## src/rtl/sprite_rom_arbiter.sv

```systemverilog
// Three-requester round-robin arbiter in front of a shared 1-cycle synchronous sprite ROM.
// Latency: 3 cycles from accept to o_Rsp_Valid, one request per cycle sustained.
// Backpressure: o_Req_Ready grants one requester per cycle; responses are never stalled.
// Optional feature: SPRITE_ARB_BG_PRIORITY_EN gives the background requester (0) strict priority.
module sprite_rom_arbiter #(
    parameter int ADDR_WIDTH = 13,
    parameter int DATA_WIDTH = 9
) (
    input  logic                    i_Clk,
    input  logic                    i_Reset,
    input  logic [2:0]              i_Req_Valid,
    input  logic [3*ADDR_WIDTH-1:0] i_Req_Addr,
    output logic [2:0]              o_Req_Ready,
    output logic [ADDR_WIDTH-1:0]   o_Mem_Addr,
    output logic                    o_Mem_En,
    input  logic [DATA_WIDTH-1:0]   i_Mem_Data,
    output logic [2:0]              o_Rsp_Valid,
    output logic [DATA_WIDTH-1:0]   o_Rsp_Data
);

    logic [1:0]            r_ptr;
    logic [1:0]            ptr_nxt;
    logic [2:0]            grant;
    logic [ADDR_WIDTH-1:0] sel_addr;

    // One-hot owner tags riding alongside the ROM access: tag1 = address cycle, tag2 = data cycle.
    logic [2:0]            tag1;
    logic [2:0]            tag2;

    always_comb begin
        grant = 3'b000;
        if (!i_Reset) begin
`ifdef SPRITE_ARB_BG_PRIORITY_EN
            if (i_Req_Valid[0]) begin
                grant = 3'b001;
            end else if (r_ptr == 2'd2) begin
                if (i_Req_Valid[2])      grant = 3'b100;
                else if (i_Req_Valid[1]) grant = 3'b010;
            end else begin
                if (i_Req_Valid[1])      grant = 3'b010;
                else if (i_Req_Valid[2]) grant = 3'b100;
            end
`else
            case (r_ptr)
                2'd1: begin
                    if (i_Req_Valid[1])      grant = 3'b010;
                    else if (i_Req_Valid[2]) grant = 3'b100;
                    else if (i_Req_Valid[0]) grant = 3'b001;
                end
                2'd2: begin
                    if (i_Req_Valid[2])      grant = 3'b100;
                    else if (i_Req_Valid[0]) grant = 3'b001;
                    else if (i_Req_Valid[1]) grant = 3'b010;
                end
                default: begin
                    if (i_Req_Valid[0])      grant = 3'b001;
                    else if (i_Req_Valid[1]) grant = 3'b010;
                    else if (i_Req_Valid[2]) grant = 3'b100;
                end
            endcase
`endif
        end
    end

    assign o_Req_Ready = grant;

    // Pointer moves past the winner; under background priority a win by requester 0 leaves it alone.
    always_comb begin
        ptr_nxt = r_ptr;
        case (grant)
`ifndef SPRITE_ARB_BG_PRIORITY_EN
            3'b001:  ptr_nxt = 2'd1;
`endif
            3'b010:  ptr_nxt = 2'd2;
            3'b100:  ptr_nxt = 2'd0;
            default: ptr_nxt = r_ptr;
        endcase
    end

    always_comb begin
        sel_addr = '0;
        for (int k = 0; k < 3; k++) begin
            if (grant[k]) sel_addr = i_Req_Addr[k*ADDR_WIDTH +: ADDR_WIDTH];
        end
    end

    always_ff @(posedge i_Clk) begin
        if (i_Reset) begin
            r_ptr       <= 2'd0;
            o_Mem_En    <= 1'b0;
            o_Mem_Addr  <= '0;
            tag1        <= 3'b000;
            tag2        <= 3'b000;
            o_Rsp_Valid <= 3'b000;
            o_Rsp_Data  <= '0;
        end else begin
            r_ptr       <= ptr_nxt;
            o_Mem_En    <= |grant;
            if (|grant) o_Mem_Addr <= sel_addr;
            tag1        <= grant;
            tag2        <= tag1;
            o_Rsp_Valid <= tag2;
            if (|tag2) o_Rsp_Data <= i_Mem_Data;
        end
    end

    a_grant_onehot: assert property (@(posedge i_Clk) $onehot0(o_Req_Ready));
    a_grant_needs_valid: assert property (@(posedge i_Clk) (o_Req_Ready & ~i_Req_Valid) == 3'b000);

endmodule

```

## config.mk

```make
export PLATFORM = sky130hd
export DESIGN_NAME = sprite_rom_arbiter
export DESIGN_NICKNAME = d
export VERILOG_FILES = /design/src/rtl/sprite_rom_arbiter.sv
export SDC_FILE = /design/constraint.sdc
export NUM_CORES = 1
export LEC_CHECK = 0
export ABC_AREA = 1
export BUFFER_PORTS_ARGS = -buffer_cell sky130_fd_sc_hd__buf_2
export CAP_MARGIN = 25
export CORE_MARGIN = 3
export CORE_UTILIZATION = 42
export CTS_BUF_LIST = sky130_fd_sc_hd__clkbuf_2 sky130_fd_sc_hd__clkbuf_4 sky130_fd_sc_hd__clkbuf_8
export DETAILED_ROUTE_END_ITERATION = 7
export PLACE_DENSITY = 0.78
export REMOVE_ABC_BUFFERS = 1
export SLEW_MARGIN = 30
export SYNTH_ARGS = -nofsm -noshare
export SYNTH_HDL_FRONTEND = slang
export SYNTH_SLANG_ARGS = --single-unit
```

## constraint.sdc

```tcl
create_clock -name i_Clk -period 1.5 [get_ports i_Clk]
set_input_delay 0 -clock i_Clk [delete_from_list [all_inputs] [get_ports i_Clk]]
set_output_delay 0 -clock i_Clk [all_outputs]
set_load 0.02 [all_outputs]
```

* After elaboration in Yosys (flattened, before gate mapping)
Cells that the tools add are included.
** Storage, ports and cells
- Word-level logic and storage cells :: 30
- Register bits :: 34
- Input bits :: 53
- Output and inout bits :: 29
** Cells by class
- Reduce and logical (&&, ||, !) cells :: 3
- Equality and inequality tests :: 5
- Mux-type cells :: 15
** Operator list (count)
- 13-bit two-way mux :: 3
- 3-bit two-way mux :: 7
- 2-bit one-hot mux with 3 select lines :: 1
- 3-bit one-hot mux with 2 select lines :: 1
- 3-bit OR reduction :: 2
- 2-bit two-way mux :: 2
- 3-bit by 1-bit equality test with 1-bit output (second input constant) :: 1
- 3-bit by 2-bit equality test with 1-bit output (second input constant) :: 1
- 3-bit equality test (second input constant) :: 1
- 3-bit nonzero test :: 1
- 2-bit by 1-bit equality test with 1-bit output (second input constant) :: 1
- 2-bit equality test (second input constant) :: 1
- 1-bit two-way mux :: 1

* Longest topological paths before layout
Gate-level depths: netlist of the first run.
- Word-level depth :: 8
- Mapped depth :: 12
- Gate-level depth less buffers :: 12

* Worst setup path before layout of the first run
No wires, ideal clock.
- Path kind :: reg2reg
- Start point :: register r_ptr[0]
- End point :: register o_Mem_Addr[10]
- Data arrival time :: 1.500 ns
- Setup slack :: -0.115 ns
- Library setup time :: 0.115 ns
- Cell stages (with the launch flop) :: 12
- Data required time :: 1.385 ns
- Clock period less this slack :: 1.615 ns
- Path buffers :: 1
- Cells stage by stage :: dfxtp_1 inv_1 ha_1 nand2_1 o21ai_1 nand2_1 nand3_4 nand3_4 buf_6 nand3_2 nor2_1 nor2_1
** On the way
- Word-level cells in the longest chain between the ends :: 6
- Elaborated cells between the ends (all ways) :: 8
- Classes of those cells :: eq/ne: 2; mux: 5; reduce/logical: 1
** Ends and longest elaborated chain
- start, declared :: RTL line 21 : logic [1:0] r_ptr;
- start signal, assigned :: RTL line 97 : r_ptr <= ptr_nxt;
- 2-bit equality test or 2-bit by 1-bit equality test with 1-bit output (tied branches) :: RTL line 44 : case (r_ptr)
- 3-bit one-hot mux with 2 select lines (*) :: RTL line 44
- 3-bit two-way mux (*) :: RTL line 32 : if (!i_Reset) begin
- 13-bit two-way mux (3 in a row) :: RTL line 83 : if (grant[k]) sel_addr = i_Req_Addr[k*ADDR_WIDTH +: ADDR_WIDTH];
- end signal, assigned :: RTL line 99 : if (|grant) o_Mem_Addr <= sel_addr;
- end, declared :: RTL line 14 : output logic [ADDR_WIDTH-1:0] o_Mem_Addr,
Mark *: on every way between the ends. The rest lies on a longest branch, timed or not.
A chain may end at the register's enable or synchronous reset.

* Final worst setup path of the first run
- Start point :: register r_ptr[0]
- End point :: register o_Mem_Addr[4]
The elaborated chain is that of the path after synthesis.

==> results of run 1 <==
-- worst min-delay path by stage --
stage | from | end | slack, ns | depth (start not counted)
6_report | i_Req_Addr[3] | o_Mem_Addr[3] | 0.009 | 5
3_5_place_dp | i_Mem_Data[0] | o_Rsp_Data[0] | 0.26 | 3
2_1_floorplan | i_Reset | r_ptr[1] | 0.07 | 1
4_1_cts | i_Req_Addr[3] | o_Mem_Addr[3] | 0.007 | 5
5_1_grt | i_Req_Addr[17] | o_Mem_Addr[4] | 0.04 | 5
3_3_place_gp | i_Mem_Data[5] | o_Rsp_Data[5] | 0.25 | 3
-- metal layers --
| layer | global-route usage, % | wire, um | vias up |
|---|---|---|---|
| li1 | - | - | 942 |
| met1 | 20.6 | 1810 | 779 |
| met2 | 38.4 | 2210 | 73 |
| met3 | 5.75 | 355 | 8 |
| met4 | 7.94 | 89 | 0 |
| met5 | 0 | 0 | - |
-- state kept, by name (all words and copies together), names as in the netlist --
signal       cells
o_Mem_Addr      13
tag1             3
tag2             3
o_Rsp_Valid      3
o_Mem_En         1
r_ptr            2
o_Rsp_Data       9
-- metrics by stage --
stage               power [uW]  setup TNS [ns]
floorplan                 1940           -2.90
global placement          2440           -1.66
detailed placement        2460           -2.12
CTS                       3350           -1.39
global route              3630           -4.49
finish                    3400           -2.82
-- kinds of logic after synthesis --
| logic type | after synthesis |
|---|---|
| fa+ha+maj | 2 |
| simple gates | 129 |
| compound gates | 25 |
| flops | 34 |
| buf+inv | 40 |
-- timing repair --
item,in CTS,in global routing
hold endpoints to repair,12,0
resized for setup,23,13
setup endpoints to repair,18,19
hold buffers,10,0
pin swaps,5,2
setup buffers,6,1
-- area by class of cell --
| cell class | count | area [um^2] |
|---|---|---|
| clock buffers | 6 | 82.6 |
| clock inverters | 2 | 12.5 |
| fillers | 297 | 968 |
| inverters | 31 | 126 |
| multi-input cells | 156 | 860 |
| flip-flops and latches | 34 | 683 |
| well taps | 46 | 57.6 |
| repair buffers | 113 | 731 |
-- layout by cell type, fill, tap and decap left out, types with 2 or more instances in the layout --
cell            n
a21oi_2         2
buf_4          18
nand3_1        19
dfxtp_1        32
clkbuf_8        6
buf_12          3
nand3_2         9
nor2_2          5
nand3_4         4
nor2_1         57
o21ai_0         9
inv_4           2
dfxtp_2         2
buf_6           4
o21ai_1        11
ha_4            2
inv_1          23
buf_2          78
o21ai_2         3
nand2_1        31
dlygate4sd3_1  10
inv_2           4
-- worst reg2reg max path: stages, from the launching register on --
cell	delay (ns)
dfxtp_2	0.34
inv_2	0.05
ha_4	0.28
nand2_1	0.05
o21ai_1	0.09
nand2_1	0.12
nand3_4	0.10
buf_6	0.11
nand3_4	0.09
buf_12	0.16
o21ai_1	0.14
nor2_1	0.06
-- power by group through the flow --
stage / Combinational (uW) / Clock, uW / Sequential, uW
final: 1520 / 711 / 1170
after global routing: 1680 / 764 / 1190
after CTS: 1450 / 735 / 1170
after detailed placement: 1280 / 0 / 1180
after global placement: 1270 / 0 / 1180
after floorplan: 583 / 0 / 1360
==> flow_summary.yaml, run 1 <==
worst_setup_path:
  worstPathRequired_ns: 1.68
  arrival_ns: 1.89
  r2r_cells: 11
  crit_chain: "inv_2, ha_4, nand2_1, o21ai_1, nand2_1, nand3_4, buf_6, nand3_4, buf_12, o21ai_1, nor2_1"
  critPathMaxFanout: 16
  worstSetupPathType: "register to register"
  crit_path_end: "o_Mem_Addr[4]"
  r2r_start: "r_ptr[0]"
  crit_family: "simple AND/OR/NAND/NOR gates"
  start_kind: "register"
  timing.critical_path.from: "r_ptr[0]"
  path_depth: 11
  ff2ff_setup_slack_ns: -0.21
  cp-end-kind: "register"
  critical_path.max_stage_delay_ns: 0.34
  critPathBufInv: 3
  cp_slowest_cell: "dfxtp_2"
  r2r_end: "o_Mem_Addr[4]"
route:
  drc_errors: 0
  first_iter_violations: 88
  postRouteWirelength_um: 4460
  routedWlPerCell_um: 11.5
  antenna_left: 0
  vias: 1802
  vias_per_cell: 4.64
  drt_first_pass_iters: 4
synthesis:
  synth_compound_area_share_pct: 7.95
  yosys_register_bits: 34
  synth_edf_count: 0
  synth_top_family_by_area: "simple AND/OR/NAND/NOR gates"
  seq_area_frac_synth_pct: 42.0
  synth_area_leaders: "dfxtp_1 (42%), nor2_1 (14%), nand3_1 (7.7%)"
  async_reset_ff_share_pct: 0
  synthMuxAreaShare_pct: 0
  synth_cell_types: 23
  syn-instance-count: 230
  syn_avg_cell_area_um2: 7.05
  synth_ff_type: "dfxtp_1"
  yosys.cell_count.top_type: "nor2_1"
  synth_top_area_share_pct: 42.0
  ys_warn_count: 0
  yosys.area_share.simple_pct: 36.5
  yosysTopAreaCell: "dfxtp_1"
  syn_area_mm2: 0.00162
  synthTopCellsByCount: "nor2_1 (62), dfxtp_1 (34), nand2_1 (32), nand3_1 (25), inv_1 (24)"
  synth_xor_xnor_area_share_pct: 0
  synth_fa_ha_area_share_pct: 1.54
layout:
  area_growth_pct: 57.4
  post-route-util_pct: 72.5
  drive_gt1_share_pct: 43.3
  fin_nets: 396
  stdcell_count: 388
  antenna_cells: 0
  postLayoutCellArea_mm2: 0.00255
power_and_ir_drop:
  power.internal_uw: 2110
  p_seq_share_pct: 34.5
  share_comb_of_total_power_pct: 44.6
  p_leak_uw: 0.00131
  p_clk_share_pct: 20.9
  power.density_mw_per_mm2: 1330
  swShare_pct: 37.8
  ir_worst_vdd_mv: 0.616
  switching_power_uw: 1290
placed_design:
  hpwl_um: 3000
  portBuffers: 81
  gp_congestion: 0.836
  place_ws_ns: -0.154
  place_area_mm2: 0.00215
  dp.cells: 363
sta:
  worst_pin_slew_ns: 0.243
  hold_violations: 0
  timing.final.crit_share_pct: 114
  whs_ns: 0.00851
  fin_ws_ns: -0.205
  period_needed_ns: 1.71
  rsz0062_at_grt: "yes"
  relSlewSlack_pct: 83.7
  max_freq_ghz: 0.586
  maxSlewViolCount: 0
  setup_viol: 18
  clock_skew_ns: 0.00448
min_path:
  min_path_type: "input pin to register"
cts:
  cts_tree: "done"
  cts_max_level: 2
  clk-insertion-delay-late_ns: 0.29
  cts_buffer_depth: 2
  root_buffer: "clkbuf_8"
  clkSlewWorstSetupHoldPaths_ns: 0.07
  cts_sinks: 34
  cts_buffers: 5
die:
  boundaryPins: 82
  initial_core_util_pct: 46.1
  core_area_mm2: 0.00352
  die_h_um: 68.1
  dieArea_mm2: 0.00464
  die_x_um: 68.1
  core.rowCount: 21
outcome:
  status: "complete, but fails checks"
  violations: "setup timing"
global_routing:
  antenna_found_initial: 0
  gr-total-overflow: 0
  grt_pass1_wl_um: 6880
  grt_pass1_vias: 1678
  grt_start_max_net_pins: 20
  grtUsageTotal_pct: 20.3
flow_run:
  drv_cap: 0
(Power assumes the default switching activity.)
==> run 2: changes to the inputs <==
Settings changed: CORE_MARGIN 3 to unset.
==> run 2 against run 1 <==
Effect of this change:
- the flow still finishes with violations (setup timing)
- final cell count grew 0.26%
- combinational power rose by 4%
- utilization shrank 2.9 points
- setup slack gained 0.098 ns
- flip-flop and latch count did not move
- design area grew 0.64%
- count of clock-buffer cells in the layout did not move
- wire length down 1.1%
- highest routed layer unchanged
==> flow_summary.yaml, run 2 (synthesis gave the netlist of run 1 again) <==
layout:
  largest-register: "o_Mem_Addr"
  fin_nets: 395
  area_growth_pct: 58.4
  reg_top3: "o_Mem_Addr (13), o_Rsp_Data (9)"
  most-common-layout-cells: "buf_2 (79), nor2_1 (60), dfxtp_1 (32)"
  layout_commonest_cell: "buf_2"
  antenna_cells: 0
  largest_register_ff_count: 13
  drive_gt1_share_pct: 41.6
die:
  boundaryPins: 82
  dieArea_mm2: 0.00411
  die_h_um: 64.1
  die_x_um: 64.1
  initial_core_util_pct: 44.0
  core_area_mm2: 0.00369
  core.rowCount: 22
worst_setup_path:
  critical_path.max_stage_delay_ns: 0.34
  worstPathRequired_ns: 1.50
  cpMostUsedCell: "nand2_2"
  arrival_ns: 1.61
  cp-end-kind: "output port"
  crit_chain: "inv_2, ha_4, nand2_2, o21ai_2, nand2_2, nand3_4, inv_4, buf_12, buf_6"
  crit_family: "buffers and inverters"
  start_kind: "register"
  critPathMaxFanout: 9
  cp_slowest_cell: "dfxtp_2"
  critPathBufInv: 4
  worstSetupPathType: "register to output port"
flow_run:
  drv_cap: 0
cts:
  clkSlewWorstSetupHoldPaths_ns: 0.07
  cts_buffer_depth: 2
  clk-insertion-delay-late_ns: 0.28
  cts_buffers: 5
  cts_max_level: 2
  cts_sinks: 34
  cts_tree: "done"
  root_buffer: "clkbuf_8"
outcome:
  status: "complete, but fails checks"
  violations: "setup timing"
sta:
  period_needed_ns: 1.61
  rsz0062_at_grt: "yes"
  max_freq_ghz: 0.622
  setup-tns-final_ns: -1.34
  fin_ws_ns: -0.107
  clock_skew_ns: 0.00636
  timing.final.crit_share_pct: 107
  whs_ns: 0.00978
  setup_viol: 16
  worst_pin_slew_ns: 0.236
  maxSlewViolCount: 0
  hold_violations: 0
  relSlewSlack_pct: 84.1
power_and_ir_drop:
  ir_worst_vdd_mv: 0.862
  p_leak_uw: 0.00132
  power.density_mw_per_mm2: 1350
  fin_total_pwr_uw: 3460
global_routing:
  gr-total-overflow: 0
  grt_start_max_net_pins: 21
  grt_pass1_vias: 1625
  antenna_found_initial: 0
  grt_pass1_wl_um: 7090
  grtUsageTotal_pct: 21.9
route:
  drc_errors: 0
  drt_first_pass_iters: 4
  antenna_left: 0
  postRouteWirelength_um: 4420
  routedWlPerCell_um: 11.3
  first_iter_violations: 65
  vias: 1844
  vias_per_cell: 4.74
placed_design:
  portBuffers: 81
  place_ws_ns: -0.222
  gp_congestion: 0.772
  hpwl_um: 2830
min_path:
  min_path_type: "input pin to register"
## run 2: changes by cell type in the layout (fill, tap and decap cells not counted), moves of 2 or more
cell,delta
nor2_1,+3
clkbuf_16,+2
nor2_2,-4
buf_4,-5
nand3_2,-3
nand3_1,+3
## run 2: timing repair
action,CTS,global route
cloned,0,2
gates resized for setup,25,7
pin swaps,5,5
hold buffers,10,0
setup buffers,5,0
hold endpoints to repair,9,0
setup endpoints to repair,18,18
## run 2: per-layer routing
layer | GRT usage (%) | up-vias | wire length (um)
met5 | 0 | - | 0
met2 | 41.2 | 72 | 2240
li1 | - | 946 | -
met1 | 24.0 | 823 | 1810
met4 | 5.00 | 0 | 29
met3 | 6.25 | 3 | 335
## run 2: path summary, 6_finish.rpt
check | from | slack [ns] | cells after the start | end
setup reg to reg | r_ptr[0] | -0.11 | 9 | o_Mem_Addr[12]
hold reg to reg | tag1[0] | 0.41 | 2 | tag2[0]
hold / removal | i_Mem_Data[3] | 0.01 | 3 | o_Rsp_Data[3]
setup / recovery | r_ptr[0] | -0.11 | 9 | o_Req_Ready[1]
## run 2: final cells by class
class,count,area [um^2]
Clock buffer,6,82.6
Fill cell,319,1120
Timing Repair Buffer,112,759
Inverter,31,126
Multi-Input combinational cell,156,845
Tap cell,48,60.1
Sequential cell,34,683
Clock inverter,2,12.5
## run 2: stage by stage
step / cells / utilization [%] / cell area [um^2]
finish: 389 / 69.6 / 2570
global route: 389 / 69.6 / 2570
CTS: 387 / 67.5 / 2490
detailed placement: 364 / 58.0 / 2140
global placement: 364 / 58.0 / 2140
floorplan: 221 / - / 1550
## run 2: tightest hold or removal path, stage by stage
cell	delay (ns)
buf_2	0.08
o21ai_0	0.08
nor2_1	0.10
## run 2: where the power goes
| group | switching [uW] | total [uW] | internal (uW) |
|---|---|---|---|
| clock | 331 | 700 | 368 |
| sequential | 93.0 | 1170 | 1080 |
| combinational | 875 | 1580 | 706 |
| total | 1300 | 3460 | 2160 |
